`config.mk`:
```
export PLATFORM = sky130hd
export DESIGN_NAME = regfile_wb_arbiter_flat
export DESIGN_NICKNAME = d
export VERILOG_FILES = /design/src/rtl/regfile_wb_arbiter_pkg.sv /design/src/rtl/regfile_wb_arbiter_if.sv /design/src/rtl/regfile_wb_arbiter.sv /design/src/flat_wrapper.sv
export SDC_FILE = /design/constraint.sdc
export NUM_CORES = 1
export LEC_CHECK = 0
export ABC_CLOCK_PERIOD_IN_PS = 2100
export CORE_ASPECT_RATIO = 0.8
export CORE_MARGIN = 2
export CORE_UTILIZATION = 37
export DETAILED_ROUTE_END_ITERATION = 7
export GPL_ROUTABILITY_DRIVEN = 0
export PLACE_DENSITY_LB_ADDON = 0.3
export SLEW_MARGIN = 25
export SYNTH_ARGS = -nofsm -noshare
export SYNTH_HDL_FRONTEND = slang
export SYNTH_SLANG_ARGS = --single-unit
```
`constraint.sdc`:
```
create_clock -name Clock -period 2.1 [get_ports Clock]
set_input_delay 0.21 -clock Clock [delete_from_list [all_inputs] [get_ports Clock]]
set_output_delay 0.21 -clock Clock [all_outputs]
set_load 0.01 [all_outputs]
```
`src/rtl/regfile_wb_arbiter_pkg.sv`:
```
// Shared definitions for the register-file writeback arbiter.
package regfile_pkg;
   typedef enum logic {PRI0 = 1'b0, PRI1 = 1'b1} arb_state_e;

   localparam int         REG_AW           = 5;
   localparam logic [4:0] REG_ZERO         = 5'd0;
   localparam int         STARVE_LIMIT_DEF = 4;
endpackage

```
`src/rtl/regfile_wb_arbiter_if.sv`:
```
// Writeback request/response bus between the two requesters and the arbiter.
interface regfile_wb_arbiter_if
   import regfile_pkg::*;
#(
   parameter int N = 32
);
   logic              WbValid0;
   logic [REG_AW-1:0] WbReg0;
   logic [N-1:0]      WbData0;
   logic              WbReady0;
   logic              WbValid1;
   logic [REG_AW-1:0] WbReg1;
   logic [N-1:0]      WbData1;
   logic              WbReady1;
   logic              RegWrite;
   logic [REG_AW-1:0] WriteReg;
   logic [N-1:0]      WriteData;
   logic [15:0]       ConflictCount;

   modport slave (
      input  WbValid0, WbReg0, WbData0, WbValid1, WbReg1, WbData1,
      output WbReady0, WbReady1, RegWrite, WriteReg, WriteData, ConflictCount
   );

   modport master (
      output WbValid0, WbReg0, WbData0, WbValid1, WbReg1, WbData1,
      input  WbReady0, WbReady1, RegWrite, WriteReg, WriteData, ConflictCount
   );
endinterface

```
`src/rtl/regfile_wb_arbiter.sv`:
```
// Two-requester register-file write-port arbiter; requester 0 preferred,
// requester 1 promoted after STARVE_LIMIT consecutive lost contention cycles.
module regfile_wb_arbiter
   import regfile_pkg::*;
#(
   parameter int N            = 32,
   parameter int STARVE_LIMIT = STARVE_LIMIT_DEF
) (
   input  logic                Clock,
   input  logic                Reset,
   regfile_wb_arbiter_if.slave bus
);
   localparam logic [3:0] AGE_LAST = 4'(STARVE_LIMIT - 1);

   arb_state_e        state_q, state_d;
   logic [3:0]        age_q, age_d;
   logic              reg_write_q, reg_write_d;
   logic [REG_AW-1:0] write_reg_q, write_reg_d;
   logic [N-1:0]      write_data_q, write_data_d;
   logic [15:0]       conflict_q, conflict_d;

   logic z0, z1, req0, req1, contention;
   logic ready0, ready1, grant0, grant1;

   // x0 writes are acknowledged but never occupy the port
   assign z0         = (bus.WbReg0 == REG_ZERO);
   assign z1         = (bus.WbReg1 == REG_ZERO);
   assign req0       = bus.WbValid0 && !z0;
   assign req1       = bus.WbValid1 && !z1;
   assign contention = req0 && req1;

   // Output process: handshake and grants
   always_comb begin
      ready0 = !Reset && bus.WbValid0 && (z0 || !contention || state_q == PRI0);
      ready1 = !Reset && bus.WbValid1 && (z1 || !contention || state_q == PRI1);
      grant0 = req0 && ready0;
      grant1 = req1 && ready1;
   end

   assign bus.WbReady0 = ready0;
   assign bus.WbReady1 = ready1;

   // State register
   always_ff @(posedge Clock) begin
      if (Reset) begin
         state_q <= PRI0;
         age_q   <= 4'd0;
      end else begin
         state_q <= state_d;
         age_q   <= age_d;
      end
   end

   // Next-state process
   always_comb begin
      state_d = state_q;
      age_d   = age_q;
      case (state_q)
         PRI0: begin
            if (contention) begin
               if (age_q == AGE_LAST) begin
                  state_d = PRI1;
                  age_d   = 4'd0;
               end else begin
                  age_d = age_q + 4'd1;
               end
            end else if (!bus.WbValid1 || grant1) begin
               age_d = 4'd0;
            end
         end
         PRI1: begin
            age_d = 4'd0;
            if (grant1) state_d = PRI0;
         end
         default: begin
            state_d = PRI0;
            age_d   = 4'd0;
         end
      endcase
   end

   // Write port: at most one nonzero grant per cycle
   always_comb begin
      reg_write_d  = grant0 || grant1;
      write_reg_d  = write_reg_q;
      write_data_d = write_data_q;
      conflict_d   = conflict_q + {15'd0, contention};
      if (grant0) begin
         write_reg_d  = bus.WbReg0;
         write_data_d = bus.WbData0;
      end else if (grant1) begin
         write_reg_d  = bus.WbReg1;
         write_data_d = bus.WbData1;
      end
   end

   always_ff @(posedge Clock) begin
      if (Reset) begin
         reg_write_q  <= 1'b0;
         write_reg_q  <= REG_ZERO;
         write_data_q <= '0;
         conflict_q   <= 16'd0;
      end else begin
         reg_write_q  <= reg_write_d;
         write_reg_q  <= write_reg_d;
         write_data_q <= write_data_d;
         conflict_q   <= conflict_d;
      end
   end

   assign bus.RegWrite      = reg_write_q;
   assign bus.WriteReg      = write_reg_q;
   assign bus.WriteData     = write_data_q;
   assign bus.ConflictCount = conflict_q;
endmodule

```
`src/flat_wrapper.sv`:
```
// flat-port wrapper written by rule: the top's interface ports become plain ports
module regfile_wb_arbiter_flat import regfile_pkg::*;
#(
   parameter int N            = 32,
   parameter int STARVE_LIMIT = STARVE_LIMIT_DEF
)
  (Clock, Reset, bus_WbValid0, bus_WbReg0, bus_WbData0, bus_WbValid1, bus_WbReg1, bus_WbData1, bus_WbReady0, bus_WbReady1, bus_RegWrite, bus_WriteReg, bus_WriteData, bus_ConflictCount);
  regfile_wb_arbiter_if #(.N(N)) bus_i ();
  input  logic Clock;
  input  logic Reset;
  input wire logic [$bits(bus_i.WbValid0)-1:0] bus_WbValid0;
  input wire logic [$bits(bus_i.WbReg0)-1:0] bus_WbReg0;
  input wire logic [$bits(bus_i.WbData0)-1:0] bus_WbData0;
  input wire logic [$bits(bus_i.WbValid1)-1:0] bus_WbValid1;
  input wire logic [$bits(bus_i.WbReg1)-1:0] bus_WbReg1;
  input wire logic [$bits(bus_i.WbData1)-1:0] bus_WbData1;
  output wire logic [$bits(bus_i.WbReady0)-1:0] bus_WbReady0;
  output wire logic [$bits(bus_i.WbReady1)-1:0] bus_WbReady1;
  output wire logic [$bits(bus_i.RegWrite)-1:0] bus_RegWrite;
  output wire logic [$bits(bus_i.WriteReg)-1:0] bus_WriteReg;
  output wire logic [$bits(bus_i.WriteData)-1:0] bus_WriteData;
  output wire logic [$bits(bus_i.ConflictCount)-1:0] bus_ConflictCount;
  assign bus_i.WbValid0 = bus_WbValid0;
  assign bus_i.WbReg0 = bus_WbReg0;
  assign bus_i.WbData0 = bus_WbData0;
  assign bus_i.WbValid1 = bus_WbValid1;
  assign bus_i.WbReg1 = bus_WbReg1;
  assign bus_i.WbData1 = bus_WbData1;
  assign bus_WbReady0 = bus_i.WbReady0;
  assign bus_WbReady1 = bus_i.WbReady1;
  assign bus_RegWrite = bus_i.RegWrite;
  assign bus_WriteReg = bus_i.WriteReg;
  assign bus_WriteData = bus_i.WriteData;
  assign bus_ConflictCount = bus_i.ConflictCount;
  regfile_wb_arbiter #(.N(N), .STARVE_LIMIT(STARVE_LIMIT)) u_core (.Clock(Clock), .Reset(Reset), .bus(bus_i));
endmodule
```
; Yosys cells after proc, flatten, opt, wreduce, memory -nomap -nowiden
; Cells that the tools add are included.
[op_classes]
addsub = 2
muxes = 12
bitwise_logic = 1
n_eq_ne = 2
reduce_logical = 23
[op_table]
columns = op, n
row1 = 32-bit two-way mux, 2
row2 = 16-bit by 1-bit adder with 16-bit output, 1
row3 = 4-bit two-way mux, 3
row4 = 5-bit zero test, 2
row5 = 5-bit two-way mux, 2
row6 = 1-bit logical AND, 9
row7 = 4-bit case mux with 2 select lines, 1
row8 = 1-bit logical OR, 6
row9 = 1-bit zero test, 5
row10 = "4-bit by 1-bit adder with 4-bit output, second input constant", 1
row11 = "4-bit by 2-bit == test with 1-bit output, second input constant", 1
row12 = 1-bit two-way mux, 3
row13 = "3-bit by 2-bit inequality test with 1-bit output, second input constant", 1
row14 = 1-bit case mux with 2 select lines, 1
row15 = 2-bit nonzero test, 1
row16 = 1-bit NOT, 1
[totals]
word_cells = 46
ff_bits = 59
in_bits = 78
output_inout_bits = 56

; Longest topological paths before layout
; Gate-level depths: netlist of run 1.
[logic_depth]
depth_word = 13
ltp_mapped = 11
ltp_nobuf = 9

; Least setup slack after synthesis of run 1
; Ideal clock, no wire load.
[synth_timing]
path_type = input to register
startpoint = input port bus_WbReg1[3]
endpoint = register u_core.conflict_q[8] (netlist: u_core.bus.ConflictCount[8])
n_path_buf = 2
setup_time_ns = 0.128
arrival_time_ns = 2.132
t_required_ns = 1.972
slack_ns = -0.160
path_stages = 11
cell_sequence = or3_1 -> buf_6 -> o21a_4 -> buf_6 -> and2_1 -> ha_1 -> ha_1 -> and4_1 -> nand4_1 -> xor2_1 -> nor2_1
[synth_between]
elab_chain_len = 5
[synth_rtl]
columns = item, line_no
row1 = "start, declared", flat_wrapper.sv:15  ; input wire logic [$bits(bus_i.WbReg1)-1:0] bus_WbReg1;
row2 = 5-bit zero test, regfile_wb_arbiter.sv:27  ; assign z1 = (bus.WbReg1 == REG_ZERO);
row3 = 1-bit zero test, regfile_wb_arbiter.sv:29  ; assign req1 = bus.WbValid1 && !z1;
row4 = 1-bit logical AND, regfile_wb_arbiter.sv:29
row5 = 1-bit logical AND, regfile_wb_arbiter.sv:30  ; assign contention = req0 && req1;
row6 = 16-bit by 1-bit adder with 16-bit output, regfile_wb_arbiter.sv:87  ; conflict_d = conflict_q + {15'd0, contention};
row7 = "end signal, assigned", regfile_wb_arbiter.sv:107  ; conflict_q <= conflict_d;
row8 = "end, declared", regfile_wb_arbiter.sv:20  ; logic [15:0] conflict_q, conflict_d;
; Every way passes these cells.
; A chain may end at the register's enable or synchronous reset.

; Worst setup path after layout of run 1
[layout_timing]
startpoint = input port bus_WbReg1[4]
endpoint = output port bus_WbReady1
[layout_between]
elab_chain_len = 8
[layout_rtl]
columns = item, line_no
row1 = 5-bit zero test *, regfile_wb_arbiter.sv:27
row2 = 1-bit zero test, regfile_wb_arbiter.sv:29
row3 = 1-bit logical AND, regfile_wb_arbiter.sv:29
row4 = 1-bit logical AND, regfile_wb_arbiter.sv:30
row5 = 1-bit zero test, regfile_wb_arbiter.sv:35  ; ready1 = !Reset && bus.WbValid1 && (z1 || !contention || state_q == PRI1);
row6 = 1-bit logical OR * (2 in a row), regfile_wb_arbiter.sv:35
row7 = 1-bit logical AND *, regfile_wb_arbiter.sv:35
row8 = "end, declared", flat_wrapper.sv:18  ; output wire logic [$bits(bus_i.WbReady1)-1:0] bus_WbReady1;
; Every way passes the cells marked *; elsewhere a longest branch is shown, timed or not.

==> flow_summary.toml, run 1 <==
[synth]
yosysUniqueCellTypes = 44
netlist_area_mm2 = 0.002870
yosysWarnings = 0
synth_nets = 422
syn_area_per_cell_um2 = 8.417
yosysSeqAreaShare_pct = 41.15
ys_seq_elements = 59
netlist_instances = 341

[cts]
clkLatencyLatePin_ns = 0.34
clock-sinks = 59
cts_buffer_depth = 2
clkTransAtPathRegs_ns = 0.07
htree_levels = 3
cts_buffers = 9
cts_setup_buffers = 0
cts-hold-fix-buffers = 0
cts_tree = "yes"
root_buffer = "clkbuf_8"

[finish]
area_growth_pct = 63.99
drive_gt1_share_pct = 11.25
final_core_util_pct = 63.08
final_net_count = 556
seq_area_mm2 = 0.001181
fill_cells = 677
design_area_mm2 = 0.004707
antenna_cells = 0
multi_input_area_mm2 = 0.001562

[sta]
rsz0062_at_grt = "false"
finalWorstSetupSlack_ns = 0.04963
skew_ns = 0.008702
setup_tns_ns = 0
fmaxAchievable_mhz = 487.7
finalCriticalPeriod_ns = 2.050
finalCritPeriodShare_pct = 97.64
hold_viol = 0
slew_viol_final = 0
finalSetupViolations = 0
tightest_slew_ns = 0.4947
relSlewSlack_pct = 67.02

[run]
max_cap_violations = 0

[setup_path]
critPathSlowestCell = "clkdlybuf4s50_1"
r2r_start = "u_core.bus.ConflictCount[5]$_SDFF_PP0_"
r2r_setup_slack_ns = 0.41
reg2reg_depth = 5
path_cells = "clkdlybuf4s50_1 > or3_4 > o21a_4 > and2_4 > a21boi_1 > clkdlybuf4s15_1"
end_kind = "output pin"
reg2reg_to = "u_core.bus.ConflictCount[15]$_SDFF_PP0_"
critPathMaxFanout = 3
critical_path_class = "in2out"
cp_num_buf_inv = 2
required_ns = 1.89
critPathLaunchType = "input pin"
crit_arrival_ns = 1.84
crit_family = "buffers and inverters"
critPathMaxStageDelay_ns = 0.43

[place]
placed_area_mm2 = 0.004461
io_buffers = 133
dp_hpwl_mm = 6.536
dp_slack_ns = -0.3108

[floorplanning]
start_util_pct = 38.46
num_rows = 28
core-area_mm2 = 0.007462
fp.dieW_um = 102.5
ioPinCount = 134
die_area_mm2 = 0.008482
die_y_um = 82.78

[detailed_routing]
drc_errors = 0
drt_pass1_iterations = 4
drtIter0Drc = 123
via_count = 3237
post_drt_wl_per_cell_um = 16.56
drt_wl_total_mm = 9.687
viasPerCell = 5.533
drtAntennaViolNets = 0

[worst_hold_path]
hp-start = "bus_WbData0[17]"
min_to = "u_core.bus.WriteData[17]$_SDFFE_PP0P_"
hp-class = "in2reg"
min_path_cells = 3

[global_route]
grt_max_degree = 42
grt_pass1_wl_mm = 15.55
antenna_found_initial = 0
grt_pass1_vias = 3255
track_usage_pct = 23.50
grt_overflow_total = 0

[pwr]
leakagePower_nw = 1.661
power.density_mw_per_mm2 = 656.9
ir_drop_v = 0.0003808

[run_status]
status = "finished, final reports clean"
[worst max-delay path by stage]
| stage | start | endpoint | cells past startpoint |
|---|---|---|---|
| 2_1_floorplan | bus_WbReg1[4] | u_core.bus.ConflictCount[8]$_SDFF_PP0_ | 11 |
| 3_3_place_gp | bus_WbReg1[4] | bus_WbReady1 | 6 |
| 3_5_place_dp | bus_WbReg1[4] | u_core.bus.ConflictCount[12]$_SDFF_PP0_ | 10 |
| 4_1_cts | bus_WbReg1[4] | bus_WbReady1 | 6 |
| 5_1_grt | bus_WbReg1[4] | bus_WbReady1 | 6 |
| 6_report | bus_WbReg1[4] | bus_WbReady1 | 6 |
[sequential cells by signal, indices dropped and copies added (netlist names)]
register                  cells
u_core.bus.WriteReg           5
u_core.bus.RegWrite           1
u_core.age_q                  4
u_core.bus.WriteData         32
u_core.state_q                1
u_core.bus.ConflictCount     16
[worst min-delay path: cells and delay by family]
kind / cells / cell delay (ns)
buffers and inverters: 1 / 0.39
and+or+nand+nor: 1 / 0.06
AOI/OAI and AO/OA: 1 / 0.07
[placed cells by master, fill, tap and decap left out, types with 2 or more instances in the layout]
| cell | netlist | routed |
|---|---|---|
| o21ai_0 | 39 | 39 |
| o31ai_1 | 32 | 32 |
| a22o_1 | 3 | 3 |
| dfxtp_1 | 59 | 59 |
| ha_4 | 0 | 2 |
| a311oi_1 | 5 | 5 |
| nor4_2 | 1 | 2 |
| a31oi_1 | 32 | 32 |
| xnor2_1 | 8 | 8 |
| a21oi_1 | 6 | 4 |
| inv_1 | 7 | 7 |
| nand2b_1 | 2 | 2 |
| buf_4 | 3 | 16 |
| nand4_1 | 4 | 4 |
| bufinv_16 | 0 | 3 |
| xor2_1 | 4 | 4 |
| nor2_1 | 19 | 19 |
| nor3_1 | 9 | 9 |
| buf_12 | 0 | 6 |
| nand2_1 | 7 | 7 |
| clkdlybuf4s50_1 | 0 | 131 |
| nand3_1 | 42 | 42 |
| clkbuf_8 | 0 | 9 |
| nor2b_1 | 4 | 4 |
| clkinv_2 | 0 | 2 |
[per-stage QoR]
stage | std cells | total power, W | hold WS (ns)
6_report | 585 | 0.003092 | 0.4395
5_1_grt | 585 | 0.003217 | 0.4402
4_1_cts | 585 | 0.003118 | 0.4204
3_5_place_dp | 569 | 0.001852 | 0.5005
3_3_place_gp | 569 | 0.001839 | 0.4955
2_1_floorplan | 341 | 0.001481 | 0.3745
[cells by family after synthesis]
family                   count (synthesis)  synth area share [%]
AO/OA/AOI/OAI                          126                 28.77
AND/OR/NAND/NOR                        101                 18.40
flip-flops                              59                 41.15
buffers and inverters                   39                 6.321
XOR/XNOR                                12                 3.662
adder cells (fa/ha/maj)                  3                 1.308
multiplexers                             1                0.3923
[power breakdown]
part	internal (W)	switching, W
clock	0.000785	0.000475
sequential	0.00119	0.0000396
combinational	0.000347	0.000256
total	0.00232	0.000770
[timing repair]
item | in CTS | in global routing
gates resized for setup | 4 | 3
endpoints found under the setup margin | 2 | 3
cloned | 0 | 0
[Yosys cell counts, drive strengths merged]
| cell type | instances | area [um2] |
|---|---|---|
| dfxtp | 59 | 1181 |
| nand3 | 42 | 210.2 |
| o21ai | 40 | 211.5 |
| a31oi | 32 | 200.2 |
| o31ai | 32 | 240.2 |
| clkbuf | 19 | 71.32 |
| nor2 | 19 | 71.32 |
| buf | 13 | 83.82 |
| nor3 | 10 | 55.05 |
| xnor2 | 8 | 70.07 |
| inv | 7 | 26.28 |
| nand2 | 7 | 26.28 |
| a21oi | 6 | 30.03 |
| a311oi | 5 | 43.79 |
| nand4 | 4 | 25.02 |
| nor2b | 4 | 25.02 |
| xor2 | 4 | 35.03 |
| a22o | 3 | 26.28 |
| ha | 3 | 37.54 |
| nor4 | 3 | 25.02 |
| and2 | 2 | 12.51 |
| nand2b | 2 | 12.51 |
| o21a | 2 | 22.52 |
| or2 | 2 | 15.02 |
| or3 | 2 | 12.51 |
| a211oi | 1 | 7.510 |
| a21boi | 1 | 7.510 |
| a21o | 1 | 7.510 |
| a31o | 1 | 8.760 |
| a32o | 1 | 10.01 |
| a41o | 1 | 10.01 |
| and3 | 1 | 6.260 |
| and4 | 1 | 8.760 |
| mux2 | 1 | 11.26 |
| nand3b | 1 | 7.510 |
| nor4b | 1 | 15.01 |
[per-layer routing]
metal | part of all wire, % | vias to the layer above | track usage [%]
met5 | 0 | - | 0
met4 | 2.0 | 0 | 9.867
met3 | 8.1 | 16 | 7.203
met2 | 48 | 141 | 39.15
met1 | 42 | 1525 | 28.33
li1 | - | 1555 | -
[layout make-up]
type	count	area share, %
Multi-Input combinational cell	243	33.17
Clock inverter	7	2.472
Clock buffer	9	2.632
Tap cell	105	2.791
Inverter	7	0.5582
Timing Repair Buffer	155	33.28
Sequential cell	59	25.09
(Power assumes the default switching activity.)
==> inputs of run 2 (changes only) <==
--- a/config.mk
+++ b/config.mk
@@ -9,10 +9,11 @@
 export CORE_ASPECT_RATIO = 0.8
 export CORE_MARGIN = 2
 export CORE_UTILIZATION = 37
+export CTS_CLUSTER_SIZE = 16
 export DETAILED_ROUTE_END_ITERATION = 7
 export GPL_ROUTABILITY_DRIVEN = 0
 export PLACE_DENSITY_LB_ADDON = 0.3
-export SLEW_MARGIN = 25
+export SLEW_MARGIN = 0
 export SYNTH_ARGS = -nofsm -noshare
 export SYNTH_HDL_FRONTEND = slang
 export SYNTH_SLANG_ARGS = --single-unit
==> results of run 2 <==
No change in the layout: final DEF, timing and power equal those of run 1.
